<file path="src/rtl/freq_meter_pkg.sv">
// Shared constants and types for the gated-count frequency meter and its BCD converter.
package freq_meter_pkg;

    localparam int unsigned CLK_HZ         = 50_000_000;
    localparam int unsigned DEF_CNT_W      = 27;
    localparam int unsigned DEF_BCD_DIGITS = 8;

    typedef enum logic [1:0] {
        IDLE,
        SHIFT,
        DONE
    } bcd_state_e;

endpackage

</file>
<file path="src/rtl/freq_meter_bin2bcd_seq.sv">
// Sequential shift-add-3 binary to packed BCD converter; one input bit per cycle, MSB first.
module bin2bcd_seq
    import freq_meter_pkg::*;
#(
    parameter int unsigned CNT_W      = DEF_CNT_W,
    parameter int unsigned BCD_DIGITS = DEF_BCD_DIGITS
) (
    input  logic                    clk_50mHz,
    input  logic                    rst,
    input  logic                    start,
    input  logic [CNT_W-1:0]        bin,
    output logic [4*BCD_DIGITS-1:0] bcd,
    output logic                    done
);

    localparam int unsigned BW  = 4 * BCD_DIGITS;
    localparam int unsigned SCW = $clog2(CNT_W + 1);

    bcd_state_e     state_q;
    logic [CNT_W-1:0] bin_q;
    logic [BW-1:0]  work_q;
    logic [BW-1:0]  adj;
    logic [SCW-1:0] cnt_q;
    logic           ovf_q;
    logic [BW-1:0]  bcd_q;
    logic           done_q;

    always_comb begin
        adj = work_q;
        for (int unsigned i = 0; i < BCD_DIGITS; i++) begin
            if (work_q[4*i +: 4] >= 4'd5) begin
                adj[4*i +: 4] = work_q[4*i +: 4] + 4'd3;
            end
        end
    end

    // A 1 shifted out of the top digit means the value needs more digits than we have.
    always_ff @(posedge clk_50mHz) begin
        if (rst) begin
            state_q <= IDLE;
            bin_q   <= '0;
            work_q  <= '0;
            cnt_q   <= '0;
            ovf_q   <= 1'b0;
            bcd_q   <= '0;
            done_q  <= 1'b0;
        end else begin
            done_q <= 1'b0;
            case (state_q)
                IDLE: begin
                    if (start) begin
                        bin_q   <= bin;
                        work_q  <= '0;
                        cnt_q   <= '0;
                        ovf_q   <= 1'b0;
                        state_q <= SHIFT;
                    end
                end
                SHIFT: begin
                    work_q <= {adj[BW-2:0], bin_q[CNT_W-1]};
                    bin_q  <= bin_q << 1;
                    ovf_q  <= ovf_q | adj[BW-1];
                    cnt_q  <= cnt_q + 1'b1;
                    if (cnt_q == SCW'(CNT_W - 1)) begin
                        state_q <= DONE;
                    end
                end
                DONE: begin
                    bcd_q   <= ovf_q ? '1 : work_q;
                    done_q  <= 1'b1;
                    state_q <= IDLE;
                end
                default: state_q <= IDLE;
            endcase
        end
    end

    assign bcd  = bcd_q;
    assign done = done_q;

endmodule

</file>
<file path="src/rtl/freq_meter.sv">
// Gated-count frequency meter: counts synchronized rising edges of sig_in over back-to-back
// windows of GATE_CYCLES clocks and reports the count in binary and packed BCD.
module freq_meter
    import freq_meter_pkg::*;
#(
    parameter int unsigned GATE_CYCLES = CLK_HZ,
    parameter int unsigned CNT_W       = DEF_CNT_W,
    parameter int unsigned BCD_DIGITS  = DEF_BCD_DIGITS
) (
    input  logic                    clk_50mHz,
    input  logic                    rst,
    input  logic                    sig_in,
    output logic [CNT_W-1:0]        freq,
    output logic                    freq_valid,
    output logic                    overflow,
    output logic [4*BCD_DIGITS-1:0] freq_bcd,
    output logic                    bcd_valid
);

    localparam int unsigned    GW        = $clog2(GATE_CYCLES);
    localparam logic [GW-1:0]  GATE_LAST = GW'(GATE_CYCLES - 1);

    if (GATE_CYCLES < CNT_W + 3) begin : g_gate_too_short
        $error("freq_meter: GATE_CYCLES must be at least CNT_W+3");
    end

    logic             s1_q, s2_q, s3_q;
    logic             edge_det;
    logic [GW-1:0]    gate_cnt_q, gate_cnt_d;
    logic [CNT_W-1:0] edge_cnt_q, edge_cnt_d;
    logic [CNT_W-1:0] sum;
    logic             sum_sat, gate_end;
    logic             sat_q, sat_d;
    logic [CNT_W-1:0] freq_q, freq_d;
    logic             ovf_q, ovf_d;
    logic             fv_q;

    // The closing gate absorbs an edge seen in its last cycle via the saturating sum.
    always_comb begin
        edge_det   = s2_q & ~s3_q;
        sum_sat    = edge_det & (&edge_cnt_q);
        sum        = (edge_det && !sum_sat) ? edge_cnt_q + 1'b1 : edge_cnt_q;
        gate_end   = (gate_cnt_q == GATE_LAST);
        gate_cnt_d = gate_end ? '0 : gate_cnt_q + 1'b1;
        edge_cnt_d = gate_end ? '0 : sum;
        sat_d      = gate_end ? 1'b0 : (sat_q | sum_sat);
        freq_d     = gate_end ? sum : freq_q;
        ovf_d      = gate_end ? (sat_q | sum_sat) : ovf_q;
    end

    always_ff @(posedge clk_50mHz) begin
        if (rst) begin
            s1_q       <= 1'b1;
            s2_q       <= 1'b1;
            s3_q       <= 1'b1;
            gate_cnt_q <= '0;
            edge_cnt_q <= '0;
            sat_q      <= 1'b0;
            freq_q     <= '0;
            ovf_q      <= 1'b0;
            fv_q       <= 1'b0;
        end else begin
            s1_q       <= sig_in;
            s2_q       <= s1_q;
            s3_q       <= s2_q;
            gate_cnt_q <= gate_cnt_d;
            edge_cnt_q <= edge_cnt_d;
            sat_q      <= sat_d;
            freq_q     <= freq_d;
            ovf_q      <= ovf_d;
            fv_q       <= gate_end;
        end
    end

    assign freq       = freq_q;
    assign freq_valid = fv_q;
    assign overflow   = ovf_q;

    bin2bcd_seq #(
        .CNT_W      (CNT_W),
        .BCD_DIGITS (BCD_DIGITS)
    ) u_bcd (
        .clk_50mHz (clk_50mHz),
        .rst       (rst),
        .start     (fv_q),
        .bin       (freq_q),
        .bcd       (freq_bcd),
        .done      (bcd_valid)
    );

endmodule

</file>
<file path="config.mk">
export PLATFORM = sky130hd
export DESIGN_NAME = freq_meter
export DESIGN_NICKNAME = d
export VERILOG_FILES = /design/src/rtl/freq_meter_pkg.sv /design/src/rtl/freq_meter_bin2bcd_seq.sv /design/src/rtl/freq_meter.sv
export SDC_FILE = /design/constraint.sdc
export NUM_CORES = 1
export LEC_CHECK = 0
export ABC_AREA = 1
export BUFFER_PORTS_ARGS = -buffer_cell sky130_fd_sc_hd__buf_4
export CAP_MARGIN = 10
export CORE_ASPECT_RATIO = 0.9
export CORE_MARGIN = 2
export CORE_UTILIZATION = 45
export DETAILED_ROUTE_END_ITERATION = 8
export PLACE_DENSITY = 0.7
export SLEW_MARGIN = 20
export SYNTH_ARGS = -nofsm -noshare
export SYNTH_HDL_FRONTEND = slang
export SYNTH_SLANG_ARGS = --single-unit
</file>
<file path="constraint.sdc">
create_clock -name clk_50mHz -period 1.9 [get_ports clk_50mHz]
set_input_delay 0.285 -clock clk_50mHz [delete_from_list [all_inputs] [get_ports clk_50mHz]]
set_output_delay 0.285 -clock clk_50mHz [all_outputs]
set_load 0.05 [all_outputs]
</file>
Word-level counts from Yosys, hierarchy flattened --
Index checks and enable logic that the tools add are counted.
Word-level totals: register bits 186
Cells by class: $add $sub $neg 11, magnitude comparators 8, eq/ne operators 6, muxes and demuxes 22, bitwise gates (word level) 5, reduce and logical (&&, ||, !) cells 8
Operators by type and width (number):
- 32-bit two-way mux | 2
- 32-bit case mux with 2 select lines | 1
- 27-bit two-way mux | 2
- 27-bit case mux with 2 select lines | 1
- 4-bit by 2-bit adder with 4-bit output, second input constant | 8
- 4-bit by 3-bit >= comparator with 1-bit output, second input constant | 8
- 4-bit two-way mux | 8
- 27-bit by 1-bit adder with 27-bit output, second input constant | 1
- 27-bit AND reduction | 1
- 26-bit by 1-bit adder with 26-bit output, second input constant | 1
- 26-bit equality test, second input constant | 1
- 5-bit case mux with 2 select lines | 1
- 5-bit by 1-bit adder with 5-bit output, second input constant | 1
- 5-bit equality test, second input constant | 1
- 5-bit two-way mux | 1
- 2-bit two-way mux | 2
- 2-bit case mux with 2 select lines | 1
- 2-bit AND reduction | 2
- 1-bit bitwise AND | 2
- 2-bit by 1-bit equality test with 1-bit output, second input constant | 1
- 2-bit equality test, second input constant | 1
- 2-bit logical NOT | 1
- 1-bit two-way mux | 2
- 2-bit by 1-bit != test with 1-bit output, second input constant | 1
- other kinds (8) | 9

Depth between registers and ports, before layout --
Gate-level depths: netlist of the first run.
depth after elaboration 6, mapped depth 12, depth with buffers taken out 11

Cells and area by module --
From an unflattened synthesis of the first run, not the netlist that was laid out.
Unflattened totals: cells, all modules 1262, area total of the unflattened synthesis 8842.2 sq um
Modules (own cells, without submodules):
- bin2bcd_seq | times used 1, cells each 658, area each 4684.5 sq um, seq. area each 2001.9 sq um
- freq_meter | times used 1, cells each 604, area each 4157.7 sq um, seq. area each 1721.7 sq um

Worst setup path after synthesis of the first run --
Ideal clock, no wire load.
kind register to register, start point register edge_cnt_q[0], end point register freq_q[17], in the netlist freq[17], library setup time 113 ps, data arrival time 1539 ps, slack 247 ps, cell stages (with the launch flop) 12, path buffers 1, clock period less this slack 1653 ps, path through dfxtp_1 > ha_1 > inv_2 > nor2_4 > nand2_4 > nor2_8 > nand3_4 > buf_6 > nand2_1 > nand2_1 > nand3_1 > nand2_1
Between the ends: word-level cells in the longest chain between the ends 5
Ends and longest elaborated chain:
- start, declared | RTL line freq_meter.sv:30 | logic [CNT_W-1:0] edge_cnt_q, edge_cnt_d;
- start signal, assigned | RTL line freq_meter.sv:67 | edge_cnt_q <= edge_cnt_d;
- branches (longest 4 deep; another with 27-bit by 1-bit adder with 27-bit output)
- 27-bit two-way mux (*) | RTL line freq_meter.sv:42 | sum = (edge_det && !sum_sat) ? edge_cnt_q + 1'b1 : edge_cnt_q;
- end signal, assigned | RTL line freq_meter.sv:69 | freq_q <= freq_d;
- end, declared | RTL line freq_meter.sv:34 | logic [CNT_W-1:0] freq_q, freq_d;
Mark *: on every way between the ends. A chain may end at the register's enable or synchronous reset.

Final worst setup path of the first run --
start point register edge_cnt_q[1], end point register freq_q[16], in the netlist freq[16]
The elaborated chain is that of the path after synthesis.

==> results of run 1 <==
## final timing paths
kind	end	slack (ns)	cells past startpoint	from
setup reg to reg	freq[16]	0.15	8	edge_cnt_q[1]
hold / removal	s1_q	0.06	2	sig_in
hold reg to reg	s2_q	0.41	1	s1_q
setup / recovery	freq[16]	0.15	8	edge_cnt_q[1]
## Yosys cell counts, drive strengths merged, types with 2 or more instances
| cell type | n | area [µm²] |
|---|---|---|
| a21oi | 81 | 420.4 |
| a22oi | 9 | 67.56 |
| a31oi | 46 | 287.8 |
| buf | 21 | 145.1 |
| clkbuf | 29 | 108.9 |
| dfxtp | 186 | 3724 |
| ha | 20 | 250.2 |
| inv | 127 | 476.7 |
| nand2 | 366 | 1419 |
| nand3 | 93 | 553.0 |
| nand3b | 2 | 15.01 |
| nand4 | 16 | 100.1 |
| nor2 | 107 | 471.7 |
| nor3 | 24 | 130.1 |
| o21ai | 64 | 320.3 |
| o21bai | 2 | 18.77 |
| or2 | 7 | 43.80 |
| xnor2 | 6 | 52.55 |
| xor2 | 16 | 140.1 |
## layout make-up
class | instances | area [µm²]
Clock inverter | 12 | 136.4
Inverter | 127 | 479.2
Fill cell | 1841 | 8916
Tap cell | 250 | 312.8
Timing Repair Buffer | 87 | 726.9
Multi-Input combinational cell | 863 | 4397
Clock buffer | 20 | 466.7
Sequential cell | 186 | 3724
## power by group through the flow
stage | Combinational (mW) | Clock (mW) | Sequential [mW]
CTS | 0.117 | 3.69 | 3.91
finish | 0.121 | 3.63 | 3.91
floorplan | 0.0836 | 0 | 4.00
detailed placement | 0.117 | 0 | 4.00
global placement | 0.117 | 0 | 4.00
global route | 0.134 | 3.84 | 3.91
## critical path: stages, from the launching register on
cell     delay (ns)
dfxtp_1        0.41
ha_4           0.20
nand3_1        0.12
nor2_1         0.19
nand2_1        0.20
nor2_1         0.26
nand3_2        0.12
nand3_1        0.10
nand2_1        0.05
## logic make-up after synthesis
family	count (synthesis)	synth area share
simple gates	617	0.3129
compound gates	204	0.1290
flops	186	0.4243
buf+inv	177	0.08326
xor+xnor	22	0.02196
fa+ha+maj	20	0.02851
## routing by layer
| layer | up-vias | global-route usage |
|---|---|---|
| met4 | 0 | 0.06179 |
| met2 | 180 | 0.3130 |
| li1 | 4097 | - |
| met5 | - | 0 |
| met1 | 3609 | 0.2913 |
| met3 | 28 | 0.03859 |
## sequential cells by signal (all words and copies together) (netlist names)
| signal | cells |
|---|---|
| u_bcd.done | 1 |
| u_bcd.cnt_q | 5 |
| s2_q | 1 |
| edge_cnt_q | 27 |
| gate_cnt_q | 26 |
| u_bcd.state_q | 2 |
| u_bcd.work_q | 32 |
| s3_q | 1 |
| freq_valid | 1 |
| u_bcd.bcd | 32 |
| overflow | 1 |
| s1_q | 1 |
| u_bcd.ovf_q | 1 |
| u_bcd.bin_q | 27 |
| freq | 27 |
| sat_q | 1 |
## per-stage QoR
step                power [mW]  instance area, µm²    util  hold slack, ns
floorplan                4.084                8776       -          0.3888
global placement         4.117                9575  0.4998          0.3996
detailed placement       4.118                9575  0.4998          0.3930
CTS                      7.719               10180  0.5313         0.04284
global route             7.888               10240  0.5346         0.05711
finish                   7.659               10240  0.5346         0.06170
==> qor.txt, run 1 <==
routed length per instance: 13.34 µm
Total GRT Usage: 0.2043
IO Pins: 65
Synth Register Bits: 186
layout cell share with drive strength beyond 1: 0.1413
Data required, critical path: 2.23 ns
WL met2: 9187 µm
Hold Fails Final Rpt: 0
critical path peak fanout: 6
PortBufs: 64
Logic pwr share: 0.016
Most used DFF post-synth: dfxtp_1
Period minus WS final: 1.747 ns
postcts setup bufs: 0
Max Freq: 0.5724 GHz
Slew Viols, Final: 0
unrepaired setup endpoints after global routing: no
# nets final: 1,305
Overflow after GRT: 0
Met1 Wirelength: 10,060 µm
Clk pwr share: 0.473
final cell count without fillers: 1,545
worst hold path class: input pin to flop
Post-Synthesis Cells: 1,226
max_slew headroom: 0.5800
Clock Pin Slew Worst Setup and Hold Paths: 0.07 ns
switching share of power: 0.2176
skew final: 0.01010 ns
core area: 0.01916 mm²
first-pass GRT wire length: 33,950 µm
Pwr Density: 747.8 mW/mm²
setup total negative slack: 0 ns
hold buffer count at CTS: 0
Starting Density: 0.4581
synthesized area: 0.008776 mm²
Die Height: 136.5 µm
DIE WIDTH: 151.2 µm
DRC viols: 0
initial drt markers: 517
share of synthesized registers carrying an async set or reset: 0
library cells used by synthesis: 41
worst setup margin: 0.1530 ns
Met3 Wirelength: 1057 µm
gpl congestion: 0.9033
final setup fails: 0
Yosys warnings: 0
Via density: 5.122
Crit. End Element: flop
commonest non-fill, non-tap cell in the layout: nand2_1
most frequent cells in the layout: nand2_1 (353), dfxtp_1 (186), inv_1 (123), nor2_1 (92), buf_4 (80)
Cell Rows: 48
CP arrival: 2.08 ns
status: completed
Max Cap Viol: 0
drt pass-1 iters: 5
post-CTS sizing: 0
antenna violations before repair: 0
largest net degree at the start of global routing: 65
VDD IR max: 604.6 µV
number of global-route vias before repair: 7,017
sequential cell fraction of total power: 0.511
placed cells: 1,513
Worst Tran Pin Value: 0.6293 ns
Leakage: 3.974 nW
area grow syn2layout: 16.71%
Mean Syn Cell Area: 7.158 µm²
EDFF count, synth: 0
Root Driver: clkbuf_16
CTS sink cnt: 186
Detailed Route WL: 20,610 µm
Psw: 1.666 mW
Detail Route Antenna Nets: 0
Setup WS pre-CTS: 0.08482 ns
startpoint types: flop
Int Pwr: 5.992 mW
final period utilization: 0.9195
maximum clock path buffer count: 2
Num CTS Buffers: 17
Seq/Total Area, Yosys: 0.4243
die area: 0.02064 mm²
H-tree depth reported by CTS: 4
crit path kind: flop to flop
Post-DP HPWL: 14,170 µm
Ant. Diodes: 0
DR top layer: met4
DR vias: 7,914
CTS tree: yes
latest clock arrival within the worst-skew pair: 0.44 ns
Synth Net Count: 1,249
Note: power is estimated with default switching activity, not from simulation.
==> inputs of run 2 (changes only) <==
--- a/config.mk
+++ b/config.mk
@@ -10,9 +10,9 @@
 export CAP_MARGIN = 10
 export CORE_ASPECT_RATIO = 0.9
 export CORE_MARGIN = 2
-export CORE_UTILIZATION = 45
+export CORE_UTILIZATION = 55
 export DETAILED_ROUTE_END_ITERATION = 8
-export PLACE_DENSITY = 0.7
+export PLACE_DENSITY = 0.81
 export SLEW_MARGIN = 20
 export SYNTH_ARGS = -nofsm -noshare
 export SYNTH_HDL_FRONTEND = slang
==> qor.txt, run 2 (synthesized netlist as in run 1, its figures left out) <==
Root Driver: clkbuf_16
CP bufs+invs: 3
CTS sink cnt: 186
H-tree depth reported by CTS: 4
final period utilization: 0.9289
Max Freq: 0.5666 GHz
Total GRT Usage: 0.2523
hold buffer count at CTS: 0
CP top delay family: simple AND/OR/NAND/NOR gates
CP startpoint: u_bcd.state_q[0]
Ant. Diodes: 0
Slew Viols, Final: 0
CP peak stage delay: 0.43 ns
Crit-path slowest cell: dfxtp_1
Leakage: 3.989 nW
Via density: 5.395
Crit. End Element: flop
core area: 0.01549 mm²
DR vias: 8,109
max_slew headroom: 0.5154
worst hold path class: input pin to flop
DRC viols: 0
Area after DPL: 0.009528 mm²
maximum clock path buffer count: 2
Worst Tran Pin Value: 0.7269 ns
startpoint types: flop
DIE WIDTH: 137.2 µm
unrepaired setup endpoints after global routing: yes
Die Height: 123.8 µm
Post-DP HPWL: 14,050 µm
commonest non-fill, non-tap cell in the layout: nand2_1
final cell count without fillers: 1,503
Setup WS pre-CTS: 0.1240 ns
Cell Rows: 43
Data required, critical path: 2.27 ns
most frequent cells in the layout: nand2_1 (354), dfxtp_1 (186), inv_1 (122), nor2_1 (92), buf_4 (90)
critical-path cell list: inv_1 > nor2_4 > clkinvlp_4 > buf_4 > nor3_1 > a21oi_1 > nor2_1
hold_sp: sig_in
PortBufs: 64
first-pass GRT wire length: 34,330 µm
worst setup margin: 0.1352 ns
routed length per instance: 13.90 µm
CTS tree: yes
Num CTS Buffers: 17
drt pass-1 iters: 5
Clock Pin Slew Worst Setup and Hold Paths: 0.07 ns
critical path peak fanout: 11
gpl congestion: 0.9343
number of global-route vias before repair: 7,403
Overflow after GRT: 0
IO Pins: 65
placed cells: 1,470
Period minus WS final: 1.765 ns
skew final: 0.009195 ns
fill cell count: 1,313
area grow syn2layout: 16.38%
Pwr Density: 756.4 mW/mm²
layout cell share with drive strength beyond 1: 0.1437
latest clock arrival within the worst-skew pair: 0.44 ns
initial drt markers: 651
Starting Density: 0.5664
largest net degree at the start of global routing: 65
die area: 0.01698 mm²
Worst R2R Start: u_bcd.state_q[0]
status: completed
Hold Slack: 0.06117 ns
Hold Fails Final Rpt: 0
crit path kind: flop to flop
# nets final: 1,313
final setup fails: 0
antenna violations before repair: 0
VDD IR max: 688.2 µV
Detailed Route WL: 20,890 µm
Max Cap Viol: 0
CP arrival: 2.13 ns
Detail Route Antenna Nets: 0
design area: 0.01021 mm²
final core occ: 0.6592
[run 2: worst paths after layout]
path                            to  slack [ns]  depth (start not counted)
hold reg to reg               s2_q        0.43                          1
setup reg to reg  u_bcd.work_q[16]        0.14                          7
hold / removal                s1_q        0.06                          2
setup / recovery  u_bcd.work_q[16]        0.14                          7
[run 2: layout make-up]
cell class,count,area (µm²),area share
flip-flops and latches,186,3724,0.3646
inverters,127,483.0,0.04729
repair buffers,95,767.0,0.07510
well taps,202,252.7,0.02475
clock buffers,18,429.2,0.04202
multi-input cells,863,4384,0.4293
clock inverters,12,173.9,0.01703
[run 2: routing by layer]
layer / up-vias / track usage / wire, µm
li1: 4108 / - / -
met1: 3732 / 0.3350 / 9561
met2: 230 / 0.4129 / 9682
met3: 39 / 0.05332 / 1222
met4: 0 / 0.07925 / 419
met5: - / 0 / 0
[run 2: through the flow]
step                      power (mW)  setup TNS (ns)
final                          7.725               0
after floorplan                4.084               0
after global routing           7.931       -0.005728
after detailed placement       4.114               0
after global placement         4.110               0
after CTS                      7.755               0
[run 2: worst register-to-register path, cell delays in order (launching register included)]
cell	delay (ns)
dfxtp_1	0.43
inv_1	0.10
nor2_4	0.35
clkinvlp_4	0.17
buf_4	0.19
nor3_1	0.27
a21oi_1	0.09
nor2_1	0.09
[run 2: power by group]
part           leakage (nW)  internal, mW  switching (mW)
registers              1.50          3.91         0.00555
logic                  2.19        0.0252          0.0894
clock network         0.296          2.19            1.51
total                  3.99          6.12            1.61
[run 2: what timing repair did]
item | CTS | global route
resized for setup | 0 | 11
endpoints found under the setup margin | 0 | 33
buffers inserted | 0 | 3
==> inputs of run 3 (changes only) <==
--- a/config.mk
+++ b/config.mk
@@ -10,9 +10,9 @@
 export CAP_MARGIN = 10
 export CORE_ASPECT_RATIO = 0.9
 export CORE_MARGIN = 2
-export CORE_UTILIZATION = 55
+export CORE_UTILIZATION = 40
 export DETAILED_ROUTE_END_ITERATION = 8
-export PLACE_DENSITY = 0.81
+export PLACE_DENSITY = 0.64
 export SLEW_MARGIN = 20
 export SYNTH_ARGS = -nofsm -noshare
 export SYNTH_HDL_FRONTEND = slang
==> constraint.sdc (replaced) <==
create_clock -name clk_50mHz -period 1.9 [get_ports clk_50mHz]
set_input_delay 0.19 -clock clk_50mHz [delete_from_list [all_inputs] [get_ports clk_50mHz]]
set_output_delay 0.19 -clock clk_50mHz [all_outputs]
set_load 0.05 [all_outputs]
==> qor.txt, run 3 (synthesized netlist as in run 1, its figures left out) <==
Slew Viols, Final: 0
largest net degree at the start of global routing: 65
gpl congestion: 0.8984
R2R Setup Slk: 0.13 ns
maximum clock path buffer count: 2
CP bufs+invs: 2
PortBufs: 64
CP peak stage delay: 0.35 ns
Area after DPL: 0.009642 mm²
CTS sink cnt: 186
most frequent CP cell: nand2_1
Max Cap Viol: 0
final cell count without fillers: 1,595
Ant. Diodes: 0
final period utilization: 0.9317
drt pass-1 iters: 5
DRC viols: 0
final setup fails: 0
total stage count of the critical path: 12
# nets final: 1,314
commonest non-fill, non-tap cell in the layout: nand2_1
skew final: 0.01294 ns
Num CTS Buffers: 17
routed length per instance: 13.21 µm
worst hold path class: input pin to flop
Cell Rows: 51
Worst R2R Start: edge_cnt_q[0]
crit path kind: flop to flop
latest clock arrival within the worst-skew pair: 0.43 ns
max_slew headroom: 0.5522
Root Driver: clkbuf_16
critical-path cell list: ha_2 > inv_2 > nor2_4 > nand2_4 > nor2_8 > nand3_4 > buf_4 > nand2_1 > nand2_1 > nand2_1 > nand2_1 > nand2_1
initial drt markers: 619
Worst Tran Pin Value: 0.6710 ns
Max Freq: 0.5649 GHz
Via density: 4.974
first-pass GRT wire length: 34,940 µm
register area: 0.003724 mm²
Reg2Reg Depth: 12
most frequent cells in the layout: nand2_1 (354), dfxtp_1 (186), inv_1 (123), nor2_1 (92), buf_4 (92)
Detailed Route WL: 21,070 µm
Crit. End Element: flop
switching share of power: 0.2097
core area: 0.02157 mm²
Period minus WS final: 1.770 ns
fill cell count: 2,187
area of the multi-input gates: 0.004399 mm²
IO Pins: 65
Total GRT Usage: 0.1841
Starting Density: 0.4069
Pwr Density: 750.5 mW/mm²
die area: 0.02314 mm²
H-tree depth reported by CTS: 4
design area: 0.01032 mm²
DIE WIDTH: 160.1 µm
Die Height: 144.5 µm
Logic pwr share: 0.016
CP top delay family: simple AND/OR/NAND/NOR gates
Clock Pin Slew Worst Setup and Hold Paths: 0.07 ns
Reg-to-Reg End: freq[13]
Hold Fails Final Rpt: 0
area grow syn2layout: 17.59%
layout cell share with drive strength beyond 1: 0.1457
startpoint types: flop
CP arrival: 2.15 ns
CP startpoint: edge_cnt_q[0]
number of global-route vias before repair: 7,243
Leakage: 3.995 nW
critical path peak fanout: 14
Data required, critical path: 2.28 ns
Psw: 1.624 mW
Hold Slack: 0.1086 ns
status: completed
CTS tree: yes
setup total negative slack: 0 ns
sequential cell fraction of total power: 0.505
placed cells: 1,561
Int Pwr: 6.121 mW
Clk pwr share: 0.479
VDD IR max: 562.3 µV
antenna violations before repair: 0
Detail Route Antenna Nets: 0
Crit-path slowest cell: dfxtp_1
Post-DP HPWL: 14,710 µm
crit path capture: freq[13]
unrepaired setup endpoints after global routing: yes
Overflow after GRT: 0
DR vias: 7,934
final core occ: 0.4785
-- run 3: cell count changes in the layout (fill, tap and decap cells not counted), moves of 2 or more --
cell      change
clkbuf_8      +3
buf_12        -2
buf_4         +2
nor3_1        -2
nor3_2        +2
-- run 3: how the worst min path moves through the flow --
stage / from / endpoint / cells past startpoint
floorplan: sig_in / s1_q / 1
global placement: sig_in / s1_q / 2
detailed placement: sig_in / s1_q / 2
CTS: rst / s3_q / 2
global route: rst / s2_q / 2
finish: rst / s3_q / 2
-- run 3: final cells by class --
class | count | share of cell area
multi-input cells | 864 | 0.4263
flip-flops and latches | 186 | 0.3608
repair buffers | 95 | 0.07177
inverters | 127 | 0.04644
clock buffers | 22 | 0.04595
well taps | 291 | 0.03528
clock inverters | 10 | 0.01346
-- run 3: worst reg2reg max path, cell delays in order, from the launching register on --
cell	delay, ns
dfxtp_1	0.35
ha_2	0.26
inv_2	0.06
nor2_4	0.16
nand2_4	0.09
nor2_8	0.16
nand3_4	0.09
buf_4	0.21
nand2_1	0.07
nand2_1	0.06
nand2_1	0.09
nand2_1	0.05
nand2_1	0.06
-- run 3: power by group through the flow --
stage / sequential, mW / clock [mW] / combinational (mW)
floorplan: 4.00 / 0 / 0.0836
global placement: 4.00 / 0 / 0.121
detailed placement: 4.00 / 0 / 0.120
CTS: 3.91 / 3.79 / 0.123
global route: 3.91 / 3.95 / 0.141
finish: 3.91 / 3.71 / 0.125
-- run 3: layer usage --
layer / part of all wire / global-route usage / vias to the layer above
met5: 0 / 0 / -
met4: 0.011 / 0.05026 / 0
met3: 0.045 / 0.03212 / 17
met2: 0.45 / 0.3044 / 179
met1: 0.50 / 0.2493 / 3620
li1: - / - / 4118
-- run 3: timing repair --
action	CTS	global route
resized for setup	0	11
setup endpoints to repair	0	53
hold buffers	1	0
buffers inserted	0	0
hold endpoints to repair	1	0
-- run 3: through the flow --
stage | power [mW] | setup WS [ns]
floorplan | 4.084 | 0.2473
global placement | 4.120 | 0.08812
detailed placement | 4.121 | 0.06179
CTS | 7.819 | 0.03662
global route | 8.000 | -0.02473
finish | 7.745 | 0.1298
